File: src/rtl/imem_loader.sv
// Byte-stream loader: packs big-endian bytes into 32-bit words and writes them to instruction memory from address 0.
// Latency: one cycle from the 4th byte of a word to the registered write strobe.
// No backpressure: a byte may arrive every cycle and is accepted only while loading.
module imem_loader #(
    parameter int          IMEM_DEPTH = 256,
    parameter int          ADDR_W     = 10,
    parameter logic [31:0] HALT_WORD  = 32'hFFFF_FFFF
) (
    input  logic                          i_clk,
    input  logic                          i_reset,
    input  logic                          i_load_start,
    input  logic                          i_byte_valid,
    input  logic [7:0]                    i_byte,
    output logic                          o_wr_en,
    output logic [ADDR_W-1:0]             o_wr_addr,
    output logic [31:0]                   o_wr_data,
    output logic                          o_cpu_hold,
    output logic                          o_done,
    output logic                          o_full,
    output logic [$clog2(IMEM_DEPTH):0]   o_word_count
);

    localparam int IDX_W = $clog2(IMEM_DEPTH);

    typedef enum logic [1:0] {
        IDLE = 2'd0,
        LOAD = 2'd1,
        DONE = 2'd2
    } state_t;

    state_t             state;
    state_t             state_nxt;
    logic [1:0]         byte_cnt;
    logic [23:0]        acc;
    logic [IDX_W-1:0]   word_idx;

    logic               byte_take;
    logic               word_last;
    logic [31:0]        word_new;
    logic               is_halt;
    logic               mem_end;
    logic               sess_start;

    assign byte_take  = (state == LOAD) && i_byte_valid;
    assign word_last  = byte_take && (byte_cnt == 2'd3);
    assign word_new   = {acc, i_byte};
    assign is_halt    = (word_new == HALT_WORD);
    assign mem_end    = (word_idx == IDX_W'(IMEM_DEPTH - 1));
    assign sess_start = (state == IDLE) && i_load_start;

    always_ff @(posedge i_clk or posedge i_reset) begin
        if (i_reset) begin
            state <= IDLE;
        end else begin
            state <= state_nxt;
        end
    end

    always_comb begin
        state_nxt = state;
        case (state)
            IDLE:    if (i_load_start) state_nxt = LOAD;
            LOAD:    if (word_last && (is_halt || mem_end)) state_nxt = DONE;
            DONE:    state_nxt = IDLE;
            default: state_nxt = IDLE;
        endcase
    end

    // DONE keeps the pipeline held for its single cycle so the last write lands first.
    always_comb begin
        o_cpu_hold = 1'b0;
        o_done     = 1'b0;
        case (state)
            LOAD:    o_cpu_hold = 1'b1;
            DONE: begin
                o_cpu_hold = 1'b1;
                o_done     = 1'b1;
            end
            default: ;
        endcase
    end

    always_ff @(posedge i_clk or posedge i_reset) begin
        if (i_reset) begin
            byte_cnt     <= '0;
            acc          <= '0;
            word_idx     <= '0;
            o_wr_en      <= 1'b0;
            o_wr_addr    <= '0;
            o_wr_data    <= '0;
            o_full       <= 1'b0;
            o_word_count <= '0;
        end else begin
            o_wr_en <= word_last;
            if (sess_start) begin
                byte_cnt     <= '0;
                acc          <= '0;
                word_idx     <= '0;
                o_full       <= 1'b0;
                o_word_count <= '0;
            end
            if (byte_take) begin
                acc      <= {acc[15:0], i_byte};
                byte_cnt <= byte_cnt + 2'd1;
            end
            if (word_last) begin
                o_wr_data    <= word_new;
                o_wr_addr    <= ADDR_W'({word_idx, 2'b00});
                word_idx     <= word_idx + 1'b1;
                o_word_count <= o_word_count + 1'b1;
                // A HALT in the last slot is a normal termination, not an overflow.
                if (!is_halt && mem_end) o_full <= 1'b1;
            end
        end
    end

endmodule

File: config.mk
export PLATFORM = sky130hd
export DESIGN_NAME = imem_loader
export DESIGN_NICKNAME = d
export VERILOG_FILES = /design/src/rtl/imem_loader.sv
export SDC_FILE = /design/constraint.sdc
export NUM_CORES = 1
export LEC_CHECK = 0
export BUFFER_PORTS_ARGS = -buffer_cell sky130_fd_sc_hd__buf_2
export CAP_MARGIN = 20
export CORE_MARGIN = 2
export CORE_UTILIZATION = 30
export CTS_BUF_LIST = sky130_fd_sc_hd__clkbuf_16
export DETAILED_ROUTE_END_ITERATION = 7
export SKIP_LAST_GASP = 1
export SLEW_MARGIN = 20
export SYNTH_ARGS = -nofsm -noshare
export SYNTH_HDL_FRONTEND = slang
export SYNTH_SLANG_ARGS = --single-unit
File: constraint.sdc
create_clock -name i_clk -period 7.6 [get_ports i_clk]
set_input_delay 0.38 -clock i_clk [delete_from_list [all_inputs] [get_ports i_clk]]
set_output_delay 0.38 -clock i_clk [all_outputs]
set_load 0.03 [all_outputs]
# ---- Word-level counts from Yosys, hierarchy flattened
# Cells that the tools add are included.
dict set report op_classes {
  addsub 3
  reduce_logical 12
  muxes 16
  n_eq_ne 7
}
# op n
set ops {}
lappend ops {{$mux W24} 2}
lappend ops {{$eq A32 B32 Y1 const B} 1}
lappend ops {{$mux W9} 2}
lappend ops {{$mux W8} 2}
lappend ops {{$add A9 B1 Y9 const B} 1}
lappend ops {{$add A8 B1 Y8 const B} 1}
lappend ops {{$eq A8 B8 Y1 const B} 1}
lappend ops {{$mux W2} 4}
lappend ops {{$logic_and A1 B1 Y1} 5}
lappend ops {{$mux W1} 5}
lappend ops {{$eq A2 B2 Y1 const B} 2}
lappend ops {{$pmux W2 S2} 1}
lappend ops {{$reduce_bool A2 Y1} 2}
lappend ops {{$add A2 B1 Y2 const B} 1}
lappend ops {{$eq A2 B1 Y1 const B} 1}
lappend ops {{$logic_not A2 Y1} 1}
lappend ops {{$ne A2 B1 Y1 const B} 1}
lappend ops {{$ne A2 B2 Y1 const B} 1}
lappend ops {{$reduce_and A2 Y1} 1}
lappend ops {{$reduce_or A2 Y1} 1}
lappend ops {{$logic_not A1 Y1} 1}
lappend ops {{$logic_or A1 B1 Y1} 1}
dict set report word_totals {
  ff_bits 87
  word_cells 47
  out_inout_bits 55
  input_bits 12
}

# ---- Longest topological paths before layout
# Gate-level depths: netlist of run 1.
dict set report logic_depth {
  depth_word 6
  ltp_mapped 9
  ltp_nobuf 8
}

# ---- Worst setup path before layout of run 1
# Ideal clock, no wire load.
dict set report synth_timing {
  path_type {reg-to-reg}
  from {register state[1]}
  to {register state[0]}
  arrival_time_ps 1680
  path_slack_ps 5793
  required_ps 7472
  stages_incl_launch_ff 9
  synth_period_minus_slack_ps 1807
  setup_ps 128
  n_path_buf 1
  cell_sequence {dfrtp_1 -> inv_1 -> ha_1 -> nand3_2 -> inv_2 -> buf_2 -> nand3_1 -> a32oi_2 -> mux2_1}
}
dict set report synth_between {
  elab_chain_len 6
  word_cells_on_any_way 9
  classes_between {3 x eq/ne; 1 x mux; 5 x reduce/logical}
}
# element line
set synth_lines {}
lappend synth_lines {{start, declared} 31} ;# state_t state;
lappend synth_lines {{start signal, assigned} 55} ;# state <= state_nxt;
lappend synth_lines {{$eq A2 B1 Y1} {44, 61}}
lappend synth_lines {{$logic_and A1 B1 Y1} 44} ;# assign byte_take = (state == LOAD) && i_byte_valid;
lappend synth_lines {{$logic_and A1 B1 Y1} 45} ;# assign word_last = byte_take && (byte_cnt == 2'd3);
lappend synth_lines {{$logic_and A1 B1 Y1} 63} ;# LOAD: if (word_last && (is_halt || mem_end)) state_nxt = DONE;
lappend synth_lines {{$ne A2 B1 Y1 (no line)} n/a}
lappend synth_lines {{$reduce_and A2 Y1 (no line)} n/a}
# Several ways; a longest one is shown, not always the timed one.
# A chain may end at the register's enable or synchronous reset.

# ---- Worst setup path in the final report of run 1
# Ends and elaborated chain as after synthesis.

==> impl_metrics.tcl, run 1 <==
set metrics [dict create \
    dieArea_um2 12800 \
    skew_ns 0.00788 \
    yosysUniqueCellTypes 30 \
    io_pins 67 \
    numPortBuffers 64 \
    grt_pass1_vias 2631 \
    critPathCaptureType "flop" \
    ctsResizeCount 0 \
    setup_viol 0 \
    area_growth_pct 20.9 \
    grt_max_degree 88 \
    status "completed" \
    finalWorstSetupSlack_ns 4.64 \
    grt_remaining_overflow 0 \
    vias_per_cell 4.75 \
    grt.total_usage_pct 13.1 \
    synth-seq-cells 87 \
    core_area_um2 11600 \
    syn_avg_cell_area_um2 10.0 \
    met1_usage_pct 18.6 \
    r2r_cells 8 \
    cts_setup_buffers 0 \
    drive_gt1_share_pct 21.4 \
    grtUsageMet3_pct 3.54 \
    row_count 39 \
    cts_tree "yes" \
    slowest_delay_ns 0.73 \
    synthCells 357 \
    finalCritPeriodShare_pct 38.9 \
    cp.required_ns 7.81 \
    ant_nets 0 \
    clock.fmax_ghz 0.338 \
    clk_path_buf_depth 2 \
    die_y_um 113 \
    antenna_cells 0 \
    grt_pass1_wl_um 13400 \
    die_w_um 113 \
    drt_first_iter_violations 135 \
    start_util_pct 31.0 \
    grt.busiest_layer "met2" \
    path_cells "inv_1 > ha_1 > nand3_2 > buf_4 > inv_2 > nand4_1 > a32oi_2 > mux2_1" \
    numCtsBuffers 9 \
    reg2reg_from "state[1]" \
    period_needed_ns 2.96 \
    drcViolationCount 0 \
    cts_root_buf "clkbuf_16" \
    hp-class "input port to asynchronous set/reset pin" \
    vdd_drop_max_mv 0.126 \
    maxCapViolations 0 \
    cp_slowest_cell "inv_2" \
    place.gp.congestion 0.777 \
    start_kind "flop" \
    cts.sinks 87 \
    r2r_end "state[0]" \
    cp.arrival_ns 3.16 \
    layout_common_cells "nand2_1 (141), dfrtp_1 (87), buf_2 (64), a22o_1 (26), o21ai_1 (12)" \
    htreeDepth 3 \
    vias 2678 \
    synth_area_leaders "dfrtp_1 (61%), nand2_1 (15%), a22o_1 (6.3%), ha_1 (2.8%), nand4_1 (1.9%)" \
    grt_setup_unrepaired "false" \
    use_met2_pct 19.6 \
    tightest_slew_ns 1.01 \
    power_density_nw_per_um2 352 \
    hpwl_um 5390 \
    antenna_found_initial 0 \
    final_common_cell "nand2_1" \
    crit_type "flop to flop" \
    pre_cts_slack_ns 4.63 \
    clkSlewWorstSetupHoldPaths_ns 0.06 \
    yosysSeqAreaShare_pct 60.7 \
    avgRoutedWirePerCell_um 14.2 \
    synth_area_um2 3590 \
    clk_latency_ns 0.33 \
    synth_top_area_share_pct 60.7 \
    ctsHoldBuffers 0 \
    wl_um 8030 \
    nFillCells 1166 \
    synth_top_area_cell "dfrtp_1" \
    final_max_slew_viol_count 0 \
    setup_tns_ns 0 \
    yosys_warnings 0 \
    power.leakage_nw 2.39 \
    nets 436 \
    crit_fanout 60 \
    rrSetupSlack_ns 4.64 \
    drt_first_pass_iters 5 \
    relSlewSlack_pct 32.7 \
    final_hold_viol_count 0 \
]
==> metrics by stage <==
step / cells / total power [W] / utilization [%] / hold slack, ns / cell area (um2)
5_1_grt: 564 / 0.00161 / 37.5 / 0.312 / 4340
3_3_place_gp: 548 / 0.00108 / 34.8 / 0.457 / 4020
4_1_cts: 564 / 0.00154 / 37.4 / 0.287 / 4330
6_report: 564 / 0.00153 / 37.5 / 0.251 / 4340
2_1_floorplan: 358 / 0.000961 / - / 0.461 / 3590
3_5_place_dp: 548 / 0.00109 / 34.8 / 0.461 / 4020
==> worst max-delay path by stage <==
stage,from,end,slack [ns],cells past startpoint
floorplan,i_reset,acc[0],4.97,1
global placement,state[1],state[1],4.80,8
detailed placement,state[1],state[0],4.63,8
CTS,state[1],state[0],4.62,8
global route,state[1],state[0],4.41,8
finish,state[1],state[0],4.64,8
==> final cells by class <==
class                      instances  area (um2)  area share (%)
tap                              143         179            4.12
clock buffer                       9         225            5.19
timing repair buffer              66         339            7.82
inverter                           5        20.0           0.461
sequential                        87        2180            50.2
multi-input combinational        247        1320            30.4
clock inverter                     7        78.8            1.82
==> cell usage after synthesis (all sizes together) <==
cell type / number
a21o: 1
a21oi: 3
a22o: 26
a31oi: 2
a32oi: 1
and2: 1
and3: 3
buf: 8
clkbuf: 11
conb: 1
dfrtp: 87
ha: 8
inv: 5
mux2: 3
mux2i: 2
nand2: 141
nand3: 10
nand4: 11
nor2: 6
nor4: 2
o21ai: 23
xor2: 2
==> sequential cells by signal (all words and copies together), names as in the netlist <==
| signal | cells |
|---|---|
| acc | 24 |
| byte_cnt | 2 |
| o_full | 1 |
| o_word_count | 9 |
| o_wr_addr | 8 |
| o_wr_data | 32 |
| o_wr_en | 1 |
| state | 2 |
| word_idx | 8 |
==> report_power, final <==
group / internal [W] / switching, W
clock: 0.000258 / 0.000182
combinational: 0.000136 / 0.000279
sequential: 0.000576 / 0.0000941
total: 0.000970 / 0.000556
==> routing by layer <==
metal	up-vias	routed length, um
li1	1325	-
met2	57	3500
met3	5	336
met5	-	0
met1	1291	4110
met4	0	85
==> worst max-delay path, delay by kind of cell, from the launching register on <==
family | cells | cell delay [ns]
buffers and inverters | 3 | 1.15
DFF | 1 | 0.39
muxes | 1 | 0.36
and+or+nand+nor | 2 | 0.34
AOI/OAI and AO/OA | 1 | 0.31
adders and majority gates | 1 | 0.23
==> cell families after synthesis <==
group                    after synthesis  synth area share (%)
AO/OA/AOI/OAI                         56                  11.1
other                                  1                 0.105
XOR/XNOR                               2                 0.488
buffers and inverters                 24                  2.86
adder cells (fa/ha/maj)                8                  2.79
AND/OR/NAND/NOR                      174                  20.5
multiplexers                           5                  1.50
flip-flops                            87                  60.7
Power figures use the tool's default switching activity.
==> run 2, diff against run 1 <==
Clock period 7.6 ns to 2.8 ns, I/O delays scaled along.
==> impl_metrics.tcl, run 2 (synthesized netlist as in run 1, its figures left out) <==
set metrics [dict create \
    start_util_pct 31.0 \
    ctsHoldBuffers 1 \
    placed_area_um2 4060 \
    grt_pass1_vias 2776 \
    cts_setup_buffers 0 \
    layout_common_cells "nand2_1 (141), dfrtp_1 (87), buf_2 (64), a22o_1 (26), o21ai_1 (12)" \
    hpwl_um 5580 \
    place.gp.congestion 0.758 \
    r2r_end "byte_cnt[0]" \
    skew_ns 0.00925 \
    final_max_slew_viol_count 0 \
    crit_fanout 27 \
    pwr-share-seq_pct 44.1 \
    ctsResizeCount 0 \
    die_y_um 113 \
    postLayoutCellArea_um2 4360 \
    finalWorstSetupSlack_ns 0.565 \
    largest-register "o_wr_data" \
    wl_met1_um 4100 \
    numCtsBuffers 9 \
    maxCapViolations 0 \
    status "completed" \
    clkSlewWorstSetupHoldPaths_ns 0.06 \
    drcViolationCount 0 \
    p_switching_w 0.00150 \
    min_to "o_wr_data[5]" \
    grt.total_usage_pct 13.8 \
    reg2reg_from "state[1]" \
    vias 2696 \
    period_needed_ns 2.24 \
    die_w_um 113 \
    cts_root_buf "clkbuf_16" \
    power.leakage_nw 2.40 \
    ant_nets 0 \
    cts_tree "yes" \
    dr.max_layer_used "met4" \
    p_clk_share_pct 28.9 \
    critPathCaptureType "flop" \
    dieArea_um2 12800 \
    clk_path_buf_depth 2 \
    final_common_cell "nand2_1" \
    r2r_cells 6 \
    crit_type "flop to flop" \
    dr_wl_met3_um 459 \
    cts.sinks 87 \
    drive_gt1_share_pct 21.6 \
    drt_first_pass_iters 4 \
    min_from "i_byte[5]" \
    drt_first_iter_violations 190 \
    min_path_cells 3 \
    vias_per_cell 4.75 \
    rrSetupSlack_ns 0.56 \
    intPower_w 0.00262 \
    antenna_cells 0 \
    cp.required_ns 3.08 \
    tightest_slew_ns 1.09 \
    grt_max_degree 60 \
    grt_pass1_wl_um 14100 \
    vdd_drop_max_mv 0.323 \
    largest_reg_flops 32 \
    htreeDepth 3 \
    cp.arrival_ns 2.51 \
    setup_tns_ns 0 \
    combPwrFrac_pct 27.0 \
    dr_wl_met2_um 3570 \
    start_kind "flop" \
    io_pins 67 \
    antenna_found_initial 0 \
    pre_cts_slack_ns 0.577 \
    grt_remaining_overflow 0 \
    power_density_nw_per_um2 945 \
    finalCritPeriodShare_pct 79.8 \
    nets 440 \
    hp-class "input port to flop" \
    setup_viol 0 \
    switching_share_pct 36.4 \
    avgRoutedWirePerCell_um 14.6 \
    numPortBuffers 64 \
    core_area_um2 11600 \
    clock.fmax_ghz 0.447 \
    grt_setup_unrepaired "false" \
    row_count 39 \
    wl_um 8290 \
    reg_top3 "o_wr_data x32, acc x24, o_word_count x9" \
    final_hold_viol_count 0 \
    area_growth_pct 21.7 \
    relSlewSlack_pct 27.4 \
    clk_latency_ns 0.34 \
]
run 2: cell types whose count changed in the layout (fill, tap and decap cells not counted):
cell	change
buf_12	+1
clkinv_1	+1
buf_6	-1
buf_4	+3
a21oi_2	+1
clkinvlp_4	+2
inv_6	-1
clkinv_4	-2
dlygate4sd3_1	+1
a21oi_4	-1
run 2: final cells by class:
| class | instances | area [um2] |
|---|---|---|
| Clock buffer | 9 | 225 |
| Sequential cell | 87 | 2180 |
| Timing Repair Buffer | 70 | 380 |
| Clock inverter | 7 | 71.3 |
| Fill cell | 1157 | 7200 |
| Inverter | 5 | 20.0 |
| Tap cell | 143 | 179 |
| Multi-Input combinational cell | 247 | 1310 |
run 2: stage by stage:
step                hold slack, ns  total power [W]  utilization [%]  cells
floorplan                    0.245          0.00261                -    358
global placement             0.255          0.00293             35.1    551
detailed placement           0.259          0.00296             35.1    551
CTS                         0.0326          0.00417             37.7    568
global route                0.0482          0.00437             37.7    568
finish                      0.0427          0.00412             37.7    568
run 2: how the worst max path moves through the flow:
stage,slack [ns],start,cells after the start,endpoint
floorplan,0.41,i_reset,1,acc[0]
global placement,0.64,state[1],6,byte_cnt[0]
detailed placement,0.58,state[1],6,byte_cnt[0]
CTS,0.58,state[1],6,byte_cnt[0]
global route,0.43,state[1],6,byte_cnt[0]
finish,0.56,state[1],6,byte_cnt[0]
run 2: critical path: stages, from the launching register on:
cell and delay [ns]:
dfrtp_1 0.36, inv_1 0.09, ha_1 0.23, and2_1 0.15, buf_4 0.22, a21oi_2 0.81
mux2_2 0.31
run 2: power groups by stage:
stage          logic [W]  clock network (W)  registers [W]
2_1_floorplan   0.000549                  0        0.00206
3_3_place_gp     0.00110                  0        0.00183
3_5_place_dp     0.00112                  0        0.00184
4_1_cts          0.00113            0.00122        0.00182
5_1_grt          0.00123            0.00128        0.00187
6_report         0.00111            0.00119        0.00182
run 2: metal layers:
metal / vias to the layer above / global-route usage [%]
met5: - / 0
met2: 65 / 20.4
met3: 13 / 3.91
met1: 1295 / 19.1
li1: 1323 / -
met4: 0 / 5.77
==> run 3, diff against run 2 <==
Clock period 2.8 ns to 2.29 ns, I/O delays scaled along.
==> impl_metrics.tcl, run 3 (synthesized netlist as in run 1, its figures left out) <==
set metrics [dict create \
    crit_type "flop to flop" \
    core_area_um2 11600 \
    final_max_slew_viol_count 0 \
    grt_setup_unrepaired "false" \
    grt.total_usage_pct 13.5 \
    setup_tns_ns 0 \
    clk_latency_ns 0.34 \
    largest_reg_flops 32 \
    grt_max_degree 88 \
    row_count 39 \
    critPathCaptureType "flop" \
    status "completed" \
    cp.arrival_ns 2.22 \
    place.gp.congestion 0.743 \
    hp-class "input port to flop" \
    cts_root_buf "clkbuf_16" \
    maxCapViolations 0 \
    relSlewSlack_pct 56.3 \
    power_density_nw_per_um2 1150 \
    start_kind "flop" \
    tightest_slew_ns 0.655 \
    clk_path_buf_depth 2 \
    skew_ns 0.00533 \
    vias 2727 \
    avgRoutedWirePerCell_um 14.3 \
    ant_nets 0 \
    grt_pass1_wl_um 13600 \
    drive_gt1_share_pct 21.8 \
    hpwl_um 5490 \
    numCtsBuffers 9 \
    clock.fmax_ghz 0.499 \
    final_common_cell "nand2_1" \
    reg_top3 "o_wr_data x32, acc x24, o_word_count x9" \
    die_w_um 113 \
    start_util_pct 31.0 \
    final_hold_viol_count 0 \
    cts_setup_buffers 0 \
    antenna_found_initial 0 \
    io_pins 67 \
    dieArea_um2 12800 \
    vias_per_cell 4.79 \
    vdd_drop_max_mv 0.494 \
    wl_um 8110 \
    die_y_um 113 \
    cts_tree "yes" \
    antenna_cells 0 \
    grt_remaining_overflow 0 \
    whs_ns 0.0226 \
    setup_viol 0 \
    area_growth_pct 22.1 \
    grt_pass1_vias 2609 \
    cts.sinks 87 \
    clkSlewWorstSetupHoldPaths_ns 0.06 \
    drcViolationCount 0 \
    power.leakage_nw 2.41 \
    htreeDepth 3 \
    nets 441 \
    final_cell_count_no_fill 569 \
    dp.cells 552 \
    largest-register "o_wr_data" \
    p_total_w 0.00505 \
    period_needed_ns 2.00 \
    finalCritPeriodShare_pct 87.5 \
    drt_first_iter_violations 166 \
    cp.required_ns 2.51 \
    crit_fanout 15 \
    numPortBuffers 64 \
    layout_common_cells "nand2_1 (141), dfrtp_1 (87), buf_2 (64), a22o_1 (26), o21ai_1 (12)" \
    drt_first_pass_iters 4 \
]
[run 3: worst paths after layout]
check                                   from         endpoint  slack (ns)  cells past startpoint
worst max-delay path                state[1]         state[1]        0.29                      7
worst min-delay path               i_byte[5]     o_wr_data[5]        0.02                      3
worst max register to register      state[1]         state[1]        0.29                      7
worst min register to register  o_wr_addr[8]     o_wr_addr[8]        0.47                      2
max in group asynchronous            i_reset    o_wr_data[28]        1.48                      4
min in group asynchronous            i_reset  o_word_count[1]        0.44                      4
[run 3: where the power goes]
part | internal, W | switching, W
registers | 0.00191 | 0.000310
clock network | 0.000849 | 0.000607
logic | 0.000461 | 0.000912
total | 0.00322 | 0.00183
[run 3: stage by stage]
step	setup WS, ns	instance area (um2)	util, %
global route	0.161	4380	37.9
detailed placement	0.261	4070	35.2
finish	0.285	4380	37.9
floorplan	0.483	3590	-
CTS	0.248	4370	37.8
global placement	0.332	4070	35.2
[run 3: cell type report]
cell class	count	area, um2
clock buffer	9	225
clock inverter	7	70.1
fill	1186	7180
inverter	5	22.5
multi-input combinational	247	1320
sequential	87	2180
tap	143	179
timing repair buffer	71	388
[run 3: critical path, cell delays in order (launching register included)]
cell	delay [ns]
dfrtp_1	0.40
inv_1	0.14
ha_1	0.23
nand3_2	0.10
inv_2	0.21
nand4_1	0.18
a32oi_2	0.27
mux2_1	0.36
[run 3: metal layers]
| metal | global-route usage (%) | part of all wire [%] | up-vias |
|---|---|---|---|
| li1 | - | - | 1334 |
| met1 | 19.5 | 49 | 1320 |
| met2 | 19.2 | 45 | 65 |
| met3 | 3.91 | 4.8 | 8 |
| met4 | 4.63 | 1.2 | 0 |
| met5 | 0 | 0 | - |
[run 3: timing repair]
action / 4_1_cts / 5_1_grt
gates resized for setup: 0 / 0
hold buffers: 1 / 0
endpoints found under the hold margin: 87 / 0
